==> src/rtl/vending_pkg.sv <==
// Shared encodings for the parametrised vending controller: FSM states,
// coin codes and the coin-to-rupee conversion.
package vending_pkg;

  typedef enum logic [1:0] {
    ST_IDLE    = 2'd0,
    ST_COLLECT = 2'd1,
    ST_VEND    = 2'd2,
    ST_CHANGE  = 2'd3
  } state_t;

  localparam logic [1:0] COIN_INV = 2'b00;
  localparam logic [1:0] COIN_5   = 2'b01;
  localparam logic [1:0] COIN_10  = 2'b10;
  localparam logic [1:0] COIN_20  = 2'b11;

  function automatic logic [4:0] coin_value(input logic [1:0] code);
    logic [4:0] v;
    case (code)
      COIN_5:  v = 5'd5;
      COIN_10: v = 5'd10;
      COIN_20: v = 5'd20;
      default: v = 5'd0;
    endcase
    return v;
  endfunction

endpackage

==> src/rtl/vend_change_dispenser.sv <==
// Greedy change payout: one rupee-10 or rupee-5 pulse per cycle while active,
// with the decremented credit and a done flag when the balance hits zero.
module vend_change_dispenser #(
  parameter int CREDIT_W = 6
) (
  input  logic                i_active,
  input  logic [CREDIT_W-1:0] i_credit,
  output logic                o_change_10,
  output logic                o_change_5,
  output logic [CREDIT_W-1:0] o_credit_nxt,
  output logic                o_done
);

  always_comb begin
    o_change_10  = 1'b0;
    o_change_5   = 1'b0;
    o_credit_nxt = i_credit;
    o_done       = 1'b0;
    if (i_active) begin
      if (i_credit >= CREDIT_W'(10)) begin
        o_change_10  = 1'b1;
        o_credit_nxt = i_credit - CREDIT_W'(10);
      end else if (i_credit != '0) begin
        o_change_5   = 1'b1;
        o_credit_nxt = i_credit - CREDIT_W'(5);
      end
      o_done = (o_credit_nxt == '0);
    end
  end

endmodule

==> src/rtl/vending_machine_param.sv <==
// Parametrised coin vending controller with stock tracking, cancel/refund and
// greedy change. Optional idle auto-refund is enabled by VENDING_TIMEOUT_EN.
module vending_machine_param
  import vending_pkg::*;
#(
  parameter int PRICE      = 15,
  parameter int CREDIT_W   = 6,
  parameter int INIT_STOCK = 4,
  parameter int STOCK_W    = 4,
  parameter int TIMEOUT    = 64
) (
  input  logic                clk,
  input  logic                rst_n,
  input  logic                coin_valid,
  input  logic [1:0]          coin,
  input  logic                cancel,
  input  logic                restock,
  output logic [CREDIT_W-1:0] credit,
  output logic [STOCK_W-1:0]  stock,
  output logic                busy,
  output logic                vend,
  output logic                change_10,
  output logic                change_5,
  output logic                coin_reject,
  output logic                sold_out
);

  generate
    if (PRICE <= 0 || (PRICE % 5) != 0) begin : g_bad_price
      $error("PRICE must be a nonzero multiple of 5");
    end
    if ((2 ** CREDIT_W) <= PRICE + 15) begin : g_bad_credit_w
      $error("CREDIT_W too narrow for PRICE");
    end
    if (TIMEOUT < 2) begin : g_bad_timeout
      $error("TIMEOUT must be at least 2");
    end
  endgenerate

  state_t              r_state;
  state_t              w_state_nxt;
  logic [CREDIT_W-1:0] r_credit;
  logic [STOCK_W-1:0]  r_stock;
  logic                r_coin_reject;

  logic                w_sold_out;
  logic                w_can_accept;
  logic                w_accept;
  logic                w_timeout;
  logic [CREDIT_W-1:0] w_coin_sum;
  logic [CREDIT_W-1:0] w_vend_rem;
  logic [CREDIT_W-1:0] w_disp_credit;
  logic                w_disp_done;
  logic                w_change_10;
  logic                w_change_5;

  assign w_sold_out   = (r_stock == '0);
  assign w_can_accept = (r_state == ST_IDLE) || (r_state == ST_COLLECT);
  assign w_accept     = w_can_accept && coin_valid && (coin != COIN_INV) &&
                        !w_sold_out && !cancel && !w_timeout;
  assign w_coin_sum   = r_credit + CREDIT_W'(coin_value(coin));
  assign w_vend_rem   = r_credit - CREDIT_W'(PRICE);

`ifdef VENDING_TIMEOUT_EN
  localparam int TO_W = $clog2(TIMEOUT) + 1;
  logic [TO_W-1:0] r_to_cnt;

  assign w_timeout = (r_state == ST_COLLECT) && (r_to_cnt == TO_W'(TIMEOUT - 1));

  // Held at zero outside COLLECT, so entering COLLECT always starts from 0.
  always_ff @(posedge clk or negedge rst_n) begin
    if (!rst_n)                              r_to_cnt <= '0;
    else if (r_state != ST_COLLECT || w_accept) r_to_cnt <= '0;
    else                                     r_to_cnt <= r_to_cnt + TO_W'(1);
  end
`else
  assign w_timeout = 1'b0;
`endif

  vend_change_dispenser #(.CREDIT_W(CREDIT_W)) u_dispenser (
    .i_active     (r_state == ST_CHANGE),
    .i_credit     (r_credit),
    .o_change_10  (w_change_10),
    .o_change_5   (w_change_5),
    .o_credit_nxt (w_disp_credit),
    .o_done       (w_disp_done)
  );

  always_ff @(posedge clk or negedge rst_n) begin
    if (!rst_n) r_state <= ST_IDLE;
    else        r_state <= w_state_nxt;
  end

  always_comb begin
    w_state_nxt = r_state;
    case (r_state)
      ST_IDLE: begin
        if (w_accept)
          w_state_nxt = (w_coin_sum >= CREDIT_W'(PRICE)) ? ST_VEND : ST_COLLECT;
      end
      ST_COLLECT: begin
        if (cancel || w_timeout)
          w_state_nxt = ST_CHANGE;
        else if (w_accept)
          w_state_nxt = (w_coin_sum >= CREDIT_W'(PRICE)) ? ST_VEND : ST_COLLECT;
      end
      ST_VEND:   w_state_nxt = (w_vend_rem != '0) ? ST_CHANGE : ST_IDLE;
      ST_CHANGE: if (w_disp_done) w_state_nxt = ST_IDLE;
      default:   w_state_nxt = ST_IDLE;
    endcase
  end

  always_comb begin
    vend        = (r_state == ST_VEND);
    busy        = (r_state == ST_VEND) || (r_state == ST_CHANGE);
    change_10   = w_change_10;
    change_5    = w_change_5;
    coin_reject = r_coin_reject;
    sold_out    = w_sold_out;
    credit      = r_credit;
    stock       = r_stock;
  end

  always_ff @(posedge clk or negedge rst_n) begin
    if (!rst_n) begin
      r_credit      <= '0;
      r_stock       <= STOCK_W'(INIT_STOCK);
      r_coin_reject <= 1'b0;
    end else begin
      r_coin_reject <= coin_valid && !w_accept;
      case (r_state)
        ST_IDLE, ST_COLLECT: if (w_accept) r_credit <= w_coin_sum;
        ST_VEND:             r_credit <= w_vend_rem;
        ST_CHANGE:           r_credit <= w_disp_credit;
        default:             r_credit <= r_credit;
      endcase
      if (r_state == ST_VEND && r_stock != '0)
        r_stock <= r_stock - STOCK_W'(1);
      else if (r_state == ST_IDLE && restock)
        r_stock <= STOCK_W'(INIT_STOCK);
    end
  end

endmodule
==> config.mk <==
export PLATFORM = sky130hd
export DESIGN_NAME = vending_machine_param
export DESIGN_NICKNAME = d
export VERILOG_FILES = /design/src/rtl/vending_pkg.sv /design/src/rtl/vend_change_dispenser.sv /design/src/rtl/vending_machine_param.sv
export SDC_FILE = /design/constraint.sdc
export NUM_CORES = 1
export LEC_CHECK = 0
export BUFFER_PORTS_ARGS = -buffer_cell sky130_fd_sc_hd__buf_2
export CORE_MARGIN = 3
export CORE_UTILIZATION = 45
export CTS_BUF_LIST = sky130_fd_sc_hd__clkbuf_16
export CTS_CLUSTER_DIAMETER = 120
export DETAILED_ROUTE_END_ITERATION = 7
export HOLD_SLACK_MARGIN = 0.05
export PLACE_DENSITY_LB_ADDON = 0.15
export SETUP_SLACK_MARGIN = 0.2
export SLEW_MARGIN = 20
export SYNTH_ARGS = -nofsm -noshare
export SYNTH_HDL_FRONTEND = slang
export SYNTH_SLANG_ARGS = --single-unit
==> constraint.sdc <==
create_clock -name clk -period 5.3 [get_ports clk]
set_clock_uncertainty 0.05 [all_clocks]
set_input_delay 0.795 -clock clk [delete_from_list [all_inputs] [get_ports clk]]
set_output_delay 0.795 -clock clk [all_outputs]
set_load 0.05 [all_outputs]
Yosys cells after proc, flatten, opt, wreduce, memory -nomap -nowiden

Index checks and enable logic that the tools add are counted.

Bits in registers: 13
Bits of input ports: 7
Output and inout port bits: 16
Logic and storage cells: 60

Add/subtract/negate cells: 5
Order comparisons: 2
Equality and inequality tests: 8
Mux-type cells: 20
Reductions and logical operators: 21

Operator list:

| operator            | number |
|---|---|
| $mux 6              | 4 |
| $pmux 6 s3          | 1 |
| $pmux 5 s3          | 1 |
| $ge 6x4->1 const B  | 2 |
| $reduce_bool 6->1   | 2 |
| $sub 6x4->6 const B | 2 |
| $mux 2              | 5 |
| $eq 2x2->1 const B  | 4 |
| $mux 4              | 2 |
| $pmux 2 s4          | 1 |
| $logic_and 1x1->1   | 7 |
| $add 6x5->6         | 1 |
| $logic_not 6->1     | 1 |
| $mux 1              | 6 |
| $sub 6x3->6 const B | 1 |
| $eq 2x1->1 const B  | 2 |
| $logic_not 4->1     | 1 |
| $ne 2x2->1 const B  | 2 |
| $reduce_bool 2->1   | 2 |
| $reduce_bool 4->1   | 1 |
| $sub 4x1->4 const B | 1 |
| $logic_not 1->1     | 3 |
| $logic_not 2->1     | 1 |
| $logic_or 1x1->1    | 2 |
| $reduce_or 2->1     | 1 |

Logic depth before layout (Yosys ltp)

Gate-level depths: netlist of run 1.

Depth after elaboration: 9
Gate-level depth with buffers: 10
Mapped depth without buffers: 9

By module

Synthesis of run 1 repeated with hierarchy kept, for this count alone.

Cells, all modules: 191
Area total of the unflattened synthesis: 1531.5 sq um

Modules (own cells, without submodules):

| module                | instances | cells each | area each (sq um) |
|---|---|---|---|
| vending_machine_param | 1         | 132        | 1126.1 |
| vend_change_dispenser | 1         | 59         | 405.4 |

Worst setup path after synthesis of run 1

OpenSTA, ideal clock, no wires.

Kind: register to output
From: register r_credit[1], in the netlist credit[1]
To: output change_5
Arrival time: 2.669 ns
Setup slack: 1.786 ns
Stages on the path, launching flop included: 6
Path buffers: 1
Path through: dfrtp_1 -> buf_2 -> inv_1 -> ha_1 -> nor3b_2 -> nor3_1

Word-level cells in the longest chain between the ends: 4
Elaborated cells on any way between the ends: 5
Classes of those cells: order compare: 1; mux: 3; reduce/logical: 1

RTL lines:

| element                                                            | RTL line                     | RTL |
|---|---|---|
| start, declared                                                    | vending_machine_param.sv:42  | `logic [CREDIT_W-1:0] r_credit;` |
| start signal, assigned                                             | vending_machine_param.sv:132 | `ST_IDLE, ST_COLLECT: if (w_accept) r_credit <= w_coin_sum;` |
| start signal, assigned                                             | vending_machine_param.sv:133 | `ST_VEND: r_credit <= w_vend_rem;` |
| start signal, assigned                                             | vending_machine_param.sv:134 | `ST_CHANGE: r_credit <= w_disp_credit;` |
| parallel branches: the longest is 2 deep, another holds $ge 6x4->1 | n/a                          |  |
| $mux 1 *                                                           | vend_change_dispenser.sv:20  | `if (i_credit >= CREDIT_W'(10)) begin` |
| $mux 1 *                                                           | vend_change_dispenser.sv:19  | `if (i_active) begin` |
| end, declared                                                      | vending_machine_param.sv:23  | `output logic change_5,` |

Every way passes the cells marked *.

Worst setup path after layout of run 1

Ends and elaborated chain as after synthesis.

==> impl_metrics.tcl, run 1 <==
set metrics [dict create \
    core_area_um2 3100 \
    final_hold_viol_count 0 \
    fin_ws_ns 2.11 \
    drt_wl_total_mm 4.09 \
    cts_setup_buffers 0 \
    clock_path_buffers 2 \
    ys.warnings.count 0 \
    post-place-ws_ns 2.36 \
    io_pins 23 \
    endpoint_kind "output port" \
    rows 20 \
    grt_use_met1_pct 29.5 \
    hpwlAfterDp_mm 2.98 \
    rsz0062_at_grt "false" \
    port_buffers 22 \
    yosysTopAreaCell "dfrtp_1" \
    hold_class "in -> async" \
    path_clk_slew_ns 0.05 \
    insertion_delay_ns 0.24 \
    synth_top_area_share_pct 20.3 \
    drc 0 \
    htree_levels 1 \
    ys_seq_area_share_pct 22.1 \
    drv_slew 0 \
    grt-busiest-layer "met2" \
    nNetsFinal 224 \
    syn_nets 208 \
    post-route-period-util_pct 60.2 \
    ff2ff_setup_slack_ns 2.49 \
    grt_max_degree 22 \
    synthTopCellsByCount "o21ai_0, a21oi_1, nand2_1" \
    placed_area_um2 1590 \
    grt_overflow 0 \
    crit_path_start_kind "register" \
    r2r_start "credit[1]" \
    synthTopCellsByArea "dfrtp_1, ha_1, o21ai_0, a21oi_1, nand2_1" \
    area_delta_synth_final_pct 13.0 \
    outcome "completed" \
    dr.pass1.iters 5 \
    hold_buffers 0 \
    fmax_ghz 0.313 \
    tightest_slew_ns 0.843 \
    grt_util_met2_pct 33.1 \
    ctsResizeCount 0 \
    antenna_cells 0 \
    r2r_end "r_state[0]" \
    slew_headroom_pct 43.6 \
    use_met3_pct 4.99 \
    grt_pass1_wl_mm 6.77 \
    critPathKind "reg -> out" \
    crit_fanout 18 \
    cts_tree "built" \
    worst_ep_required_time_ns 4.45 \
    reg2regPathDepth 8 \
    cts_sinks 13 \
    crit_arrival_ns 2.35 \
    synthCells 190 \
    grt_pass1_vias 1356 \
    track_usage_pct 20.9 \
    antenna_found_initial 0 \
    fin_crit_ns 3.19 \
    finalSetupViolCount 0 \
    final_antenna_net_count 0 \
    synth_most_common_cell "o21ai_0" \
    vias 1524 \
    initial_utilization_pct 47.7 \
    fin_area_um2 1670 \
    ys_ff_latch 13 \
    cts_buffers 3 \
    dieArea_um2 4010 \
    clockRootBuffer "clkbuf_16" \
    cap_violations 0 \
    die_y_um 63.4 \
    synthFlopType "dfrtp_1" \
    gp_congestion 0.888 \
    synthArstFlopShare_pct 100 \
    syn_area_per_cell_um2 7.79 \
    yosysUniqueCellTypes 58 \
    vias_per_cell 6.12 \
    nFillCells 328 \
    synth-edff-count 0 \
    drive_gt1_share_pct 18.0 \
    wl_per_cell_um 16.4 \
    syn_area_um2 1480 \
    die_x_um 63.4 \
    tns_ns 0 \
    drtIter0Drc 135 \
]
## worst max path at each step
stage	start	end	depth (start not counted)
CTS	credit[1]	change_5	5
floorplan	credit[1]	change_5	5
finish	credit[1]	change_5	5
global route	credit[1]	change_5	5
detailed placement	credit[1]	change_5	5
global placement	credit[1]	change_5	5
## critical path, cell delays in order, from the launching register on
cell	delay (ns)
dfrtp_1	0.73
inv_1	0.28
ha_1	0.32
nor3b_2	0.21
nor3_1	0.24
buf_2	0.31
## cells in the final DEF, fill, tap and decap left out, types with 2 or more instances in the layout
cell        n
buf_2      22
o21ai_0    21
a21oi_1    18
nand2_1    15
inv_1      12
dfrtp_1    12
nor2_1     11
ha_1       11
xnor2_1     6
nor3_1      6
nand2b_1    4
a211oi_1    4
nand3_1     4
nor2b_1     3
a31oi_1     3
a22oi_1     3
clkbuf_16   3
a311oi_1    2
and3_1      2
a211o_1     2
or3_1       2
xor2_1      2
o211ai_1    2
and2_1      2
o32a_1      2
## cell families (layout without fill, tap and decap cells)
kind of cell / Yosys count / after routing / synth area share [%]
buf+inv: 23 / 38 / 6.51
simple gates: 60 / 60 / 22.9
fa+ha+maj: 11 / 11 / 9.30
xor+xnor: 8 / 8 / 4.73
mux: 2 / 2 / 1.44
compound gates: 73 / 73 / 33.1
flops: 13 / 13 / 22.1
## area by class of cell
class | count | area, um^2 | area share [%]
clock inverters | 1 | 3.75 | 0.224
well taps | 44 | 55.1 | 3.29
flip-flops and latches | 13 | 327 | 19.5
clock buffers | 3 | 75.1 | 4.49
inverters | 12 | 45.0 | 2.69
multi-input cells | 154 | 1060 | 63.2
repair buffers | 22 | 110 | 6.58
## layer usage
| metal | part of all wire (%) | up-vias |
|---|---|---|
| li1 | - | 735 |
| met1 | 46 | 720 |
| met2 | 45 | 63 |
| met5 | 0 | - |
| met3 | 7.0 | 6 |
| met4 | 1.3 | 0 |
## sequential cells by signal (all words and copies together), names as in the netlist
| register | count |
|---|---|
| coin_reject | 1 |
| credit | 6 |
| stock | 4 |
| r_state | 2 |
## stage by stage
| stage | instances | hold slack, ns | utilization (%) |
|---|---|---|---|
| 2_1_floorplan | 190 | 0.449 | - |
| 3_3_place_gp | 245 | 0.482 | 51.4 |
| 3_5_place_dp | 245 | 0.491 | 51.4 |
| 4_1_cts | 249 | 0.404 | 53.9 |
| 5_1_grt | 249 | 0.418 | 53.9 |
| 6_report | 249 | 0.402 | 53.9 |
Power of run 1 is not shown: default switching activity piles up to over one toggle a cycle in this logic, so the estimate is an artifact.
==> run 2: changes to the inputs <==
==> constraint.sdc (replaced) <==
create_clock -name clk -period 3.1 [get_ports clk]
set_clock_uncertainty 0.05 [all_clocks]
set_input_delay 0.465 -clock clk [delete_from_list [all_inputs] [get_ports clk]]
set_output_delay 0.465 -clock clk [all_outputs]
set_load 0.05 [all_outputs]
==> run 2 against run 1 <==
Net effect:
- via count fell by 0.98%
- flip-flop and latch count unchanged
- worst setup slack lost 1.6 ns
- critical endpoint is now change_10
- largest cell class unchanged
- critical path depth grew 1
==> impl_metrics.tcl, run 2 (synthesis gave the netlist of run 1 again) <==
set metrics [dict create \
    vias_per_cell 6.01 \
    finalSetupViolCount 0 \
    holdWs_ns 0.0606 \
    drt_wl_total_mm 4.04 \
    outcome "completed" \
    hpwlAfterDp_mm 3.01 \
    cts_sinks 13 \
    die_y_um 63.4 \
    nNetsFinal 226 \
    antenna_cells 0 \
    cap_violations 0 \
    crit_path_start_kind "register" \
    rsz0062_at_grt "false" \
    slew_headroom_pct 52.0 \
    fin_ws_ns 0.462 \
    io_pins 23 \
    post-place-ws_ns 0.472 \
    cp.buffers_inverters 2 \
    clock_path_buffers 2 \
    critPathKind "reg -> out" \
    grt_overflow 0 \
    crit_slowest_cell "dfrtp_1" \
    gp_congestion 0.878 \
    drv_slew 0 \
    crit_top_cell "nor2_1" \
    drc 0 \
    die_x_um 63.4 \
    wl_per_cell_um 16.1 \
    final_antenna_net_count 0 \
    post-route-period-util_pct 85.1 \
    fmax_ghz 0.379 \
    hold_buffers 0 \
    crit_fanout 8 \
    crit_arrival_ns 2.12 \
    antenna_found_initial 0 \
    place_inst 247 \
    htree_levels 1 \
    track_usage_pct 21.7 \
    layout_commonest_cell "buf_2" \
    drtIter0Drc 108 \
    tightest_slew_ns 0.720 \
    rows 20 \
    tns_ns 0 \
    dieArea_um2 4010 \
    path_clk_slew_ns 0.05 \
    fin_cells 251 \
    drive_gt1_share_pct 19.8 \
    final_cell_mix "buf_2, o21ai_0, a21oi_1" \
    clockRootBuffer "clkbuf_16" \
    grt_pass1_vias 1440 \
    area_delta_synth_final_pct 14.5 \
    grt_pass1_wl_mm 7.04 \
    final_hold_viol_count 0 \
    port_buffers 22 \
    crit_family "flip-flops" \
    vias 1509 \
    max_stage_delay_ns 0.50 \
    worst_ep_required_time_ns 2.58 \
    insertion_delay_ns 0.24 \
    initial_utilization_pct 47.7 \
    largest_register_ffs 6 \
    endpoint_kind "output port" \
    fin_crit_ns 2.64 \
    cts_buffers 3 \
    hold_class "in -> async" \
    cts_tree "built" \
    core_area_um2 3100 \
    grt_max_degree 22 \
    dr.pass1.iters 4 \
    worstPathCellList "inv_1 -> ha_1 -> o31a_1 -> nor2_1 -> nor2_1 -> buf_2" \
]
[run 2: changes by cell type in the layout (fill, tap and decap cells not counted)]
cell and change:
nor3_2 +1, buf_4 +2, nor3_1 -1, dfrtp_2 +1, dfrtp_1 -1
[run 2: repair_timing]
action / CTS / global route
setup buffers: 0 / 0
endpoints found under the setup margin: 0 / 1
gates resized for setup: 0 / 1
[run 2: layout make-up]
| type | count | area, um^2 |
|---|---|---|
| multi-input cells | 154 | 1060 |
| flip-flops and latches | 13 | 328 |
| repair buffers | 24 | 125 |
| clock buffers | 3 | 75.1 |
| inverters | 12 | 45.0 |
| clock inverters | 1 | 3.75 |
| well taps | 44 | 55.1 |
| fillers | 315 | 1410 |
[run 2: layer usage]
metal | share of wire, % | GRT usage [%] | vias to the layer above
li1 | - | - | 738
met1 | 45 | 30.0 | 725
met2 | 49 | 34.9 | 46
met3 | 6.0 | 5.35 | 0
met4 | 0 | 2.96 | 0
met5 | 0 | 0 | -
[run 2: final timing paths]
| check | startpoint | to | slack, ns | depth (start not counted) |
|---|---|---|---|---|
| worst max-delay path | credit[0] | change_10 | 0.46 | 6 |
| worst min-delay path | rst_n | r_state[0] | 0.06 | 1 |
| worst max register to register | credit[2] | r_state[1] | 0.55 | 7 |
| worst min register to register | stock[2] | stock[2] | 0.51 | 2 |
| max in group asynchronous | rst_n | stock[2] | 2.65 | 1 |
| min in group clk | coin_valid | coin_reject | 0.43 | 2 |
[run 2: through the flow]
stage / util [%] / cell area [um^2]
floorplan: - / 1490
detailed placement: 52.0 / 1610
global placement: 52.0 / 1610
CTS: 54.6 / 1690
global route: 54.6 / 1690
finish: 54.6 / 1690
Power of run 2 is left out for the same reason.
==> run 3: changes to the inputs <==
--- a/config.mk
+++ b/config.mk
@@ -12,7 +12,7 @@
 export CTS_CLUSTER_DIAMETER = 120
 export DETAILED_ROUTE_END_ITERATION = 7
 export HOLD_SLACK_MARGIN = 0.05
-export PLACE_DENSITY_LB_ADDON = 0.15
+export PLACE_DENSITY = 0.69
 export SETUP_SLACK_MARGIN = 0.2
 export SLEW_MARGIN = 20
 export SYNTH_ARGS = -nofsm -noshare
==> run 3 against run 2 <==
Net effect:
- global-route usage down 0.48 points
- count of clock-buffer cells in the layout is the same
- worst setup slack got worse by 0.13 ns
- critical endpoint is now change_5
- largest cell class unchanged
==> impl_metrics.tcl, run 3 (synthesis gave the netlist of run 1 again) <==
set metrics [dict create \
    nNetsFinal 228 \
    hpwlAfterDp_mm 3.14 \
    layout_commonest_cell "buf_2" \
    drt_wl_total_mm 4.24 \
    path_clk_slew_ns 0.05 \
    port_buffers 22 \
    slew_headroom_pct 59.7 \
    vias_per_cell 6.25 \
    drv_slew 0 \
    drive_gt1_share_pct 20.1 \
    fin_crit_ns 2.77 \
    crit_arrival_ns 2.26 \
    hold_buffers 0 \
    critPathKind "reg -> out" \
    hold_class "in -> async" \
    antenna_cells 0 \
    worst_ep_required_time_ns 2.58 \
    cts_setup_buffers 0 \
    clockRootBuffer "clkbuf_16" \
    tightest_slew_ns 0.604 \
    crit_slowest_cell "dfrtp_1" \
    grt_pass1_wl_mm 6.99 \
    wl_per_cell_um 16.7 \
    endpoint_kind "output port" \
    vias 1582 \
    outcome "completed" \
    max_stage_delay_ns 0.72 \
    finalSetupViolCount 0 \
    htree_levels 1 \
    drtIter0Drc 169 \
    largest_register_ffs 6 \
    cap_violations 0 \
    cts_tree "built" \
    final_antenna_net_count 0 \
    grt_pass1_vias 1432 \
    fin_area_um2 1710 \
    clock_path_buffers 2 \
    drc 0 \
    crit_path_start_kind "register" \
    dieArea_um2 4010 \
    die_x_um 63.4 \
    insertion_delay_ns 0.25 \
    tns_ns 0 \
    core_area_um2 3100 \
    initial_utilization_pct 47.7 \
    cts_buffers 3 \
    rsz0062_at_grt "false" \
    fmax_ghz 0.361 \
    grt_max_degree 19 \
    post-route-period-util_pct 89.4 \
    final_hold_viol_count 0 \
    holdWs_ns 0.0566 \
    die_y_um 63.4 \
    utilization_pct 55.0 \
    placed_area_um2 1630 \
    final_cell_mix "buf_2, o21ai_0, a21oi_1" \
    antenna_found_initial 0 \
    rows 20 \
    track_usage_pct 21.2 \
    cts_sinks 13 \
    area_delta_synth_final_pct 15.4 \
    ctsResizeCount 0 \
    crit_fanout 18 \
    worstPathCellList "inv_1 -> ha_1 -> nor3b_2 -> nor3_2 -> buf_2" \
    io_pins 23 \
    gp_congestion 0.964 \
    dr.pass1.iters 5 \
    grt_overflow 0 \
]
run 3: final timing paths:
path | slack, ns | cells after the start | startpoint | to
worst max register to register | 0.43 | 8 | credit[1] | r_state[0]
max in group asynchronous | 2.65 | 1 | rst_n | stock[2]
worst max-delay path | 0.33 | 5 | credit[1] | change_5
worst min register to register | 0.49 | 2 | stock[1] | stock[1]
min in group clk | 0.42 | 2 | coin_valid | coin_reject
worst min-delay path | 0.06 | 1 | rst_n | credit[3]
run 3: layer usage:
layer | routed length (um) | up-vias | GRT usage (%)
met1 | 1880 | 749 | 29.9
met3 | 333 | 10 | 3.92
met5 | 0 | - | 0
met4 | 68 | 0 | 6.20
li1 | - | 742 | -
met2 | 1960 | 81 | 32.9
run 3: per-stage QoR:
stage	std cells	worst slack [ns]
2_1_floorplan	190	0.316
3_3_place_gp	249	0.573
3_5_place_dp	249	0.484
4_1_cts	253	0.378
5_1_grt	253	0.253
6_report	253	0.330
run 3: area by class of cell:
class                      instances  area, um^2
multi-input combinational        154        1060
clock buffer                       3        75.1
timing repair buffer              26         140
inverter                          12        45.0
clock inverter                     1        3.75
sequential                        13         327
fill                             309        1400
tap                               44        55.1
run 3: worst max-delay path, delay by kind of cell (launching register included):
family	cells	cell delay [ns]
flip-flops	1	0.72
buffers and inverters	2	0.56
AND/OR/NAND/NOR	2	0.40
adder cells (fa/ha/maj)	1	0.32
Power of run 3 is left out for the same reason.
